### config.mk
export PLATFORM = sky130hd
export DESIGN_NAME = mod5_up_down_counter
export DESIGN_NICKNAME = d
export VERILOG_FILES = /design/src/rtl/mod5_up_down_counter.sv
export SDC_FILE = /design/constraint.sdc
export NUM_CORES = 1
export LEC_CHECK = 0
export CORE_AREA = 2 2 39 41
export DETAILED_ROUTE_END_ITERATION = 8
export DIE_AREA = 0 0 41 43
export GPL_TIMING_DRIVEN = 0
export SLEW_MARGIN = 0
export SYNTH_ARGS = -nofsm -noshare
export SYNTH_HDL_FRONTEND = slang
export SYNTH_SLANG_ARGS = --single-unit
### constraint.sdc
create_clock -name i_clk -period 1.25 [get_ports i_clk]
set_input_delay 0.25 -clock i_clk [delete_from_list [all_inputs] [get_ports i_clk]]
set_output_delay 0.25 -clock i_clk [all_outputs]
set_load 0.005 [all_outputs]
### src/rtl/mod5_up_down_counter.sv
// Modulo-5 up/down counter with enable and synchronous reset.
// Out-of-range states 5..7 recover to 0 on the next edge.
module mod5_up_down_counter (
    input  logic       i_clk,
    input  logic       i_rst,
    input  logic       i_en,
    input  logic       i_up_down,
    output logic [2:0] o_Q
);

    localparam logic [2:0] MAX_CNT = 3'd4;

    logic [2:0] count_q;
    logic [2:0] count_d;
    logic       illegal;

    assign illegal = (count_q > MAX_CNT);

    // Next count: recovery, then enable, then direction; wrap at 0 and 4.
    always_comb begin
        count_d = count_q;
        if (illegal) begin
            count_d = 3'd0;
        end else if (i_en) begin
            if (i_up_down) begin
                count_d = (count_q == 3'd0) ? MAX_CNT : (count_q - 3'd1);
            end else begin
                count_d = (count_q == MAX_CNT) ? 3'd0 : (count_q + 3'd1);
            end
        end
    end

    // Count register; reset is synchronous and overrides everything.
    always_ff @(posedge i_clk) begin
        if (i_rst) begin
            count_q <= 3'd0;
        end else begin
            count_q <= count_d;
        end
    end

    assign o_Q = count_q;

endmodule

After elaboration in Yosys (flattened, before gate mapping). Cells that the tools add are included.

Add/sub/neg operators: 2. Magnitude comparators: 1. Muxes and demuxes: 3. Eq/ne operators: 1. Reductions and logical operators: 2.

Operators with widths (count): $mux 3 (3); $add 3x1->3 const B (1); $eq 3x3->1 const B (1); $gt 3x3->1 const B (1); $logic_not 3->1 (1); $sub 3x1->3 const B (1); $reduce_or 2->1 (1).

Bits of input ports: 4. Flip-flop bits (word level): 3. Output and inout bits: 3.

Logic depth before layout (Yosys ltp).
Word-level depth: 3. Mapped depth: 7.

Least setup slack after synthesis. Ideal clock, no wire load.

Kind: reg2reg. Start point: register count_q[0], in the netlist o_Q[0]. End point: register count_q[2], in the netlist o_Q[2]. Setup time: 66 ps. Setup slack: 7 ps. Clock period less this slack: 1243 ps. Cell stages (with the launch flop): 8. Data required time: 1184 ps. Data arrival time: 1176 ps. Cell sequence: dfxtp_1 inv_1 ha_1 inv_1 ha_1 nand2_1 o21ai_0 a21oi_2.

Longest elaborated chain between the ends: 3.

Ends and longest elaborated chain: start: declaration (RTL line 13) `logic [2:0] count_q;`; start signal: assignment (RTL line 38) `count_q <= count_d;`; $add 3x1->3, or another cell as far along (RTL line 28) `count_d = (count_q == MAX_CNT) ? 3'd0 : (count_q + 3'd1);`; $mux 3, on equally long branches (RTL line 28, 26); $mux 3 (RTL line 25) `if (i_up_down) begin`.

Several ways; a longest one is shown, not always the timed one. A chain may end at the register's enable or synchronous reset.

Worst setup path after layout.
Start point: register count_q[1], in the netlist o_Q[1]. End point: register count_q[2], in the netlist o_Q[2].

Same word-level chain as after synthesis.

==> results.json <==
{
  "wl_per_cell_um": 9.45,
  "io_buffers": 6,
  "worst_slew_pin_slew_ps": 252,
  "fin_setup_tns_ps": 0,
  "cts_buffers": 3,
  "max_slew_margin": 0.831,
  "fin_nets": 48,
  "cts_root_buf": "clkbuf_4",
  "ys_warn_count": 0,
  "postSynthCellCount": 27,
  "dieArea_um2": 1760,
  "met1Wirelength_um": 227,
  "clkTransAtPathRegs_ps": 40,
  "grt_pass1_vias": 192,
  "cp_max_fo": 3,
  "wl_met2_um": 255,
  "ant_nets": 0,
  "start_util": 0.170,
  "drc": 0,
  "pre_cts_ws_ps": -142,
  "die_w_um": 41,
  "globalRouteOverflowTotal": 0,
  "hold_path_depth": 2,
  "cts_tree": "built",
  "grt_usage": 0.0673,
  "grt_max_degree": 8,
  "grt_pass1_wl_um": 731,
  "largest_reg_flops": 3,
  "layout_min_cycle_time_ps": 1200,
  "worstSetupEndpointType": "register",
  "routed_wl_um": 520,
  "fmax_mhz": 836,
  "worstSkewPairLatency_ps": 230,
  "min_to": "o_Q[2]$_SDFFE_PP0P_",
  "startpoint_type": "register",
  "drt_first_iter_violations": 3,
  "io_pins": 7,
  "dpl_cell_area_um2": 315,
  "fill_cells": 155,
  "min-delay-start": "o_Q[2]$_SDFFE_PP0P_",
  "drive_above_1_share": 0.359,
  "slowest_delay_ps": 320,
  "rows": 14,
  "cts.sinks": 3,
  "dr.pass1.iters": 4,
  "totalPowerFinal_uw": 442,
  "crit_type": "reg -> reg",
  "die_y_um": 43,
  "layout.cells.non_filler": 55,
  "worstHoldPathType": "reg -> reg",
  "hold_viol": 0,
  "grt_setup_unrepaired": "no",
  "antenna_found_initial": 0,
  "topRoutingLayerUsed": "met3",
  "wl_met3_um": 37,
  "final_area_um2": 382,
  "finalWorstSetupSlack_ps": 54.2,
  "syn_avg_cell_area_um2": 8.71,
  "r2r-end": "o_Q[2]$_SDFFE_PP0P_",
  "ys_types": 14,
  "yosysTopAreaCellShare": 0.255,
  "place_congestion": 0.626,
  "htreeDepth": 1,
  "syn_area_um2": 235,
  "synth_nets": 35,
  "diodes": 0,
  "vias_per_cell": 3.95,
  "fin_crit_sh": 0.957,
  "worstPathRequired_ps": 1370,
  "critical_path_buf_inv_count": 2,
  "path_cells": "inv_2 -> ha_4 -> inv_1 -> ha_2 -> nand2_1 -> o21ai_1 -> a21oi_2",
  "ys_ff_latch": 3,
  "num_vias": 217,
  "synth_area_leaders": "dfxtp_1, ha_1, mux2i_1",
  "fin_worst_skew_ps": 0.648,
  "rr_startpoint": "o_Q[1]$_SDFFE_PP0P_",
  "dpl.hpwl_um": 373,
  "clockBufferDepth": 2,
  "yosys.area.top_type": "dfxtp_1",
  "cts-hold-fix-buffers": 0,
  "layout_common_cells": "o21ai_1, clkbuf_4, clkdlybuf4s50_1, dlygate4sd2_1",
  "r2r_cells": 7,
  "p_leak_uw": 0.000181,
  "yosysSeqAreaShare": 0.255,
  "drv_slew": 0,
  "dpl.cell_count": 49,
  "path_delay_family": "adder cells",
  "core-area_um2": 1380,
  "setup_viol": 0,
  "syn2layout_area_growth_pct": 62.2,
  "power.density_nw_per_um2": 1160,
  "worst_path_max_delay_cell": "dfxtp_2",
  "vdd_drop_max_mv": 0.261,
  "cap_violations": 0,
  "r2r_setup_slack_ps": 50,
  "arrival_ps": 1310,
  "status": "finished clean"
}
worst max-delay path by stage:
stage / endpoint / start / cells past startpoint
2_1_floorplan: o_Q[2]$_SDFFE_PP0P_ / o_Q[0]$_SDFFE_PP0P_ / 7
3_3_place_gp: o_Q[2]$_SDFFE_PP0P_ / i_up_down / 4
3_5_place_dp: o_Q[2]$_SDFFE_PP0P_ / i_up_down / 4
4_1_cts: o_Q[2]$_SDFFE_PP0P_ / o_Q[1]$_SDFFE_PP0P_ / 7
5_1_grt: o_Q[2]$_SDFFE_PP0P_ / o_Q[0]$_SDFFE_PP0P_ / 7
6_report: o_Q[2]$_SDFFE_PP0P_ / o_Q[1]$_SDFFE_PP0P_ / 7
stage by stage:
| step | util | hold WS, ps |
|---|---|---|
| after floorplan | - | 422 |
| after global placement | 0.228 | 609 |
| after detailed placement | 0.228 | 616 |
| after CTS | 0.253 | 562 |
| after global routing | 0.276 | 584 |
| final | 0.276 | 564 |
Yosys cell counts:
| master | instances |
|---|---|
| dfxtp_1 | 3 |
| xnor2_1 | 1 |
| mux2i_1 | 2 |
| o21ai_0 | 3 |
| nand2_1 | 1 |
| ha_1 | 4 |
| nor3b_1 | 1 |
| a21oi_1 | 1 |
| a21oi_2 | 1 |
| xor2_1 | 1 |
| inv_1 | 4 |
| nor2_1 | 2 |
| o21a_1 | 2 |
| o311a_1 | 1 |
area by class of cell:
type / instances / area, um2 / share of cell area
clock buffer: 4 / 26.3 / 0.0689
inverter: 4 / 17.5 / 0.0459
multi-input combinational: 20 / 178 / 0.466
sequential: 3 / 68.8 / 0.180
tap: 16 / 20.0 / 0.0525
timing repair buffer: 8 / 71.3 / 0.187
logic make-up (layout without fill, tap and decap cells):
family | after synthesis | in the layout | synth area share
DFF | 3 | 3 | 0.255
buffers and inverters | 4 | 16 | 0.0638
xor gates and xnor gates | 2 | 2 | 0.0745
adders and majority gates | 4 | 4 | 0.213
and+or+nand+nor | 4 | 4 | 0.0798
muxes | 2 | 2 | 0.0851
AOI/OAI and AO/OA | 8 | 8 | 0.229
per-layer routing:
layer | up-vias | global-route usage
met5 | - | 0
met4 | 0 | 0.0800
met3 | 0 | 0.0314
met2 | 8 | 0.0781
met1 | 92 | 0.0774
li1 | 117 | -
worst register-to-register path, delay by kind of cell (launching register included):
| kind | cells | cell delay (ps) |
|---|---|---|
| and+or+nand+nor | 1 | 40 |
| adders and majority gates | 2 | 440 |
| AOI/OAI and AO/OA | 2 | 160 |
| buffers and inverters | 2 | 130 |
| DFF | 1 | 320 |
what timing repair did:
action | in CTS | in global routing
hold endpoints to repair | 0 | 0
pin swaps | 1 | 2
setup buffers | 0 | 2
gates resized for setup | 12 | 6
setup endpoints to repair | 6 | 3
power by group:
| part | total (uW) | internal, uW | switching (uW) | leakage, uW |
|---|---|---|---|---|
| clock | 168 | 120 | 48.5 | 0.0000150 |
| sequential | 129 | 111 | 18.0 | 0.0000264 |
| combinational | 145 | 81.3 | 63.8 | 0.000140 |
| total | 442 | 312 | 130 | 0.000181 |
Note: power is estimated with default switching activity, not from simulation.
==> variant: new RTL, config.mk and constraints unchanged <==
Register the inputs `i_en` and `i_up_down` before use, with the module's reset. The logic sees them one clock later.
--- a/src/rtl/mod5_up_down_counter.sv
+++ b/src/rtl/mod5_up_down_counter.sv
@@ -12,2 +12,15 @@
 
+    logic i_en_q;
+    logic i_up_down_q;
+
+    always_ff @(posedge i_clk) begin
+        if (i_rst) begin
+            i_en_q      <= '0;
+            i_up_down_q <= '0;
+        end else begin
+            i_en_q      <= i_en;
+            i_up_down_q <= i_up_down;
+        end
+    end
+
     logic [2:0] count_q;
@@ -23,4 +36,4 @@
             count_d = 3'd0;
-        end else if (i_en) begin
-            if (i_up_down) begin
+        end else if (i_en_q) begin
+            if (i_up_down_q) begin
                 count_d = (count_q == 3'd0) ? MAX_CNT : (count_q - 3'd1);
Behaviour: not the same (a bounded check fails within 4 cycles, from zero or initial values and one cycle with i_rst high).
==> variant against the original RTL <==
Cell area increased by 13%; clock power grew 7%; worst setup slack improved by 0.034 ns; wire length fell by 1.7%; total power is 2.6% higher; sequential power increased by 45%; area after synthesis is 22% higher; sequential cell count increased by 2; largest power group is now sequential cells.
==> variant: results (changes against the original RTL) <==
Logic synthesis
• **area share of xor/xnor cells in the synthesized design** 0.0609, was 0.0745
• **main area contributors after synthesis** dfxtp_1 35%, ha_1 17%, mux2i_1 7.0%, was dfxtp_1 26%, ha_1 21%, mux2i_1 8.5%
• **fraction of the mapped netlist area in compound gates** 0.187, was 0.229
• **asr flop ratio synth** 0, unchanged
• **multiplexer fraction of the synthesized cell area** 0.0696, was 0.0851
• **top cells by instance count after synthesis** 5 x dfxtp_1, 4 x ha_1, 4 x inv_1, was 4 x ha_1, 4 x inv_1, 3 x dfxtp_1, 3 x o21ai_0
• **Yosys Warn Count** 0, unchanged
• **fraction of the mapped netlist area in adder cells** 0.174, was 0.213
• **net count after synthesis** 39, was 35
• **register area share after synthesis** 0.348, was 0.255
• **post-synthesis area per instance** 9.28 um2, was 8.71 um2
• **synth unique cells** 15, was 14

Placed design
• **placed wire-length estimate** 370 um, was 373 um
• **instance area after placement** 368 um2, was 315 um2
• **port bufs** 6, unchanged
• **gpl congestion** 0.733, was 0.626
• **worst setup timing slack at the placement stage** -0.0783 ns, was -0.142 ns
• **Cell Count Post-Placement** 53, was 49

Global routing
• **global-route wire length before repair** 966 um, was 731 um
• **via count of the first global-routing pass** 247, was 192
• **maximum number of pins on one net before global-route repair** 8, unchanged
• **gr usage total** 0.0854, was 0.0673

Run status
• **outcome** finished clean, unchanged

Setup path
• **Critical R2R Launch** o_Q[0]$_SDFFE_PP0P_, was o_Q[1]$_SDFFE_PP0P_
• **depth of the worst register-to-register path** 5, was 7
• **register-to-register path setup slack** 0.09 ns, was 0.05 ns
• **maximum fanout count along the critical path** 3, unchanged
• **worst reg2reg path endpoint** o_Q[1]$_SDFFE_PP0P_, was o_Q[2]$_SDFFE_PP0P_
• **data arrival time of the critical path** 1.29 ns, was 1.31 ns

Power
• **static leakage** 0.000200 uW, was 0.000181 uW
• **IR drop worst, VDD** 440 uV, was 261 uV

Route
• **Pre-antenna DRT Iters** 3, was 4
• **routed len/inst** 8.81 um, was 9.45 um
• **1st-iter DRT viols** 6, was 3
• **detailed-route via count** 238, was 217
• **vias per cell** 4.10, was 3.95

CTS
• **CTS root buffer** clkbuf_4, unchanged
• **number of H-tree branching levels** 1, unchanged
• **clock-pin slew on the worst setup and hold paths** 0.04 ns, about the same
• **maximum buffer depth of the clock tree** 2, unchanged
• **Clock Latency Late Sink** 0.23 ns, about the same

Timing
• **max_slew headroom** 0.844, was 0.831
• **hold slack** 0.553 ns, was 0.564 ns
• **Clock Skew** 0.000389 ns, was 0.000648 ns
• **period utilisation layout** 0.930, was 0.957

Hold path
• **Hold Path Origin** o_Q[2]$_SDFFE_PP0P_, unchanged
• **hold-critical path endpoint** o_Q[2]$_SDFFE_PP0P_, unchanged

Final layout
• **post-layout net count** 51, was 48
• **layout cells sized above 1** 0.357, was 0.359

-- variant: repair_timing --
action,4_1_cts,5_1_grt
gates resized for setup,8,10
pin swaps,1,3
setup endpoints to repair,6,3
buffers inserted,1,0
hold buffers,0,0
endpoints found under the hold margin,0,0
-- variant: cell type report --
cell class	instances	area [um2]
Clock buffer	4	26.3
Inverter	4	17.5
Sequential cell	5	106
Multi-Input combinational cell	22	199
Timing Repair Buffer	7	63.8
Fill cell	152	951
Tap cell	16	20.0
-- variant: worst max path at each step --
stage,start,to,cells past startpoint
after global routing,o_Q[1]$_SDFFE_PP0P_,o_Q[2]$_SDFFE_PP0P_,7
after CTS,o_Q[1]$_SDFFE_PP0P_,o_Q[2]$_SDFFE_PP0P_,7
final,o_Q[0]$_SDFFE_PP0P_,o_Q[1]$_SDFFE_PP0P_,5
after floorplan,o_Q[0]$_SDFFE_PP0P_,o_Q[2]$_SDFFE_PP0P_,7
after detailed placement,o_Q[0]$_SDFFE_PP0P_,o_Q[2]$_SDFFE_PP0P_,7
after global placement,o_Q[0]$_SDFFE_PP0P_,o_Q[2]$_SDFFE_PP0P_,7
-- variant: critical path: stages, from the launching register on --
cell and delay [ns]:
dfxtp_2 0.33, inv_2 0.05, ha_1 0.27, o21ai_0 0.16
a21oi_1 0.06, o21a_1 0.17
-- variant: cells by family after synthesis --
logic type | count (synthesis)
buf+inv | 4
mux | 2
fa+ha+maj | 4
simple gates | 6
flops | 5
compound gates | 8
xor+xnor | 2
-- variant: where the power goes --
group	switching, uW	internal, uW	leakage (uW)
combinational	37.5	50.6	0.000143
clock	58.8	120	0.0000150
sequential	15.1	172	0.0000428
total	111	342	0.000200
-- variant: metal layers --
layer,track usage,share of wire
met1,0.106,0.48
met2,0.106,0.48
met3,0.0314,0.043
met4,0.0800,0
met5,0,0
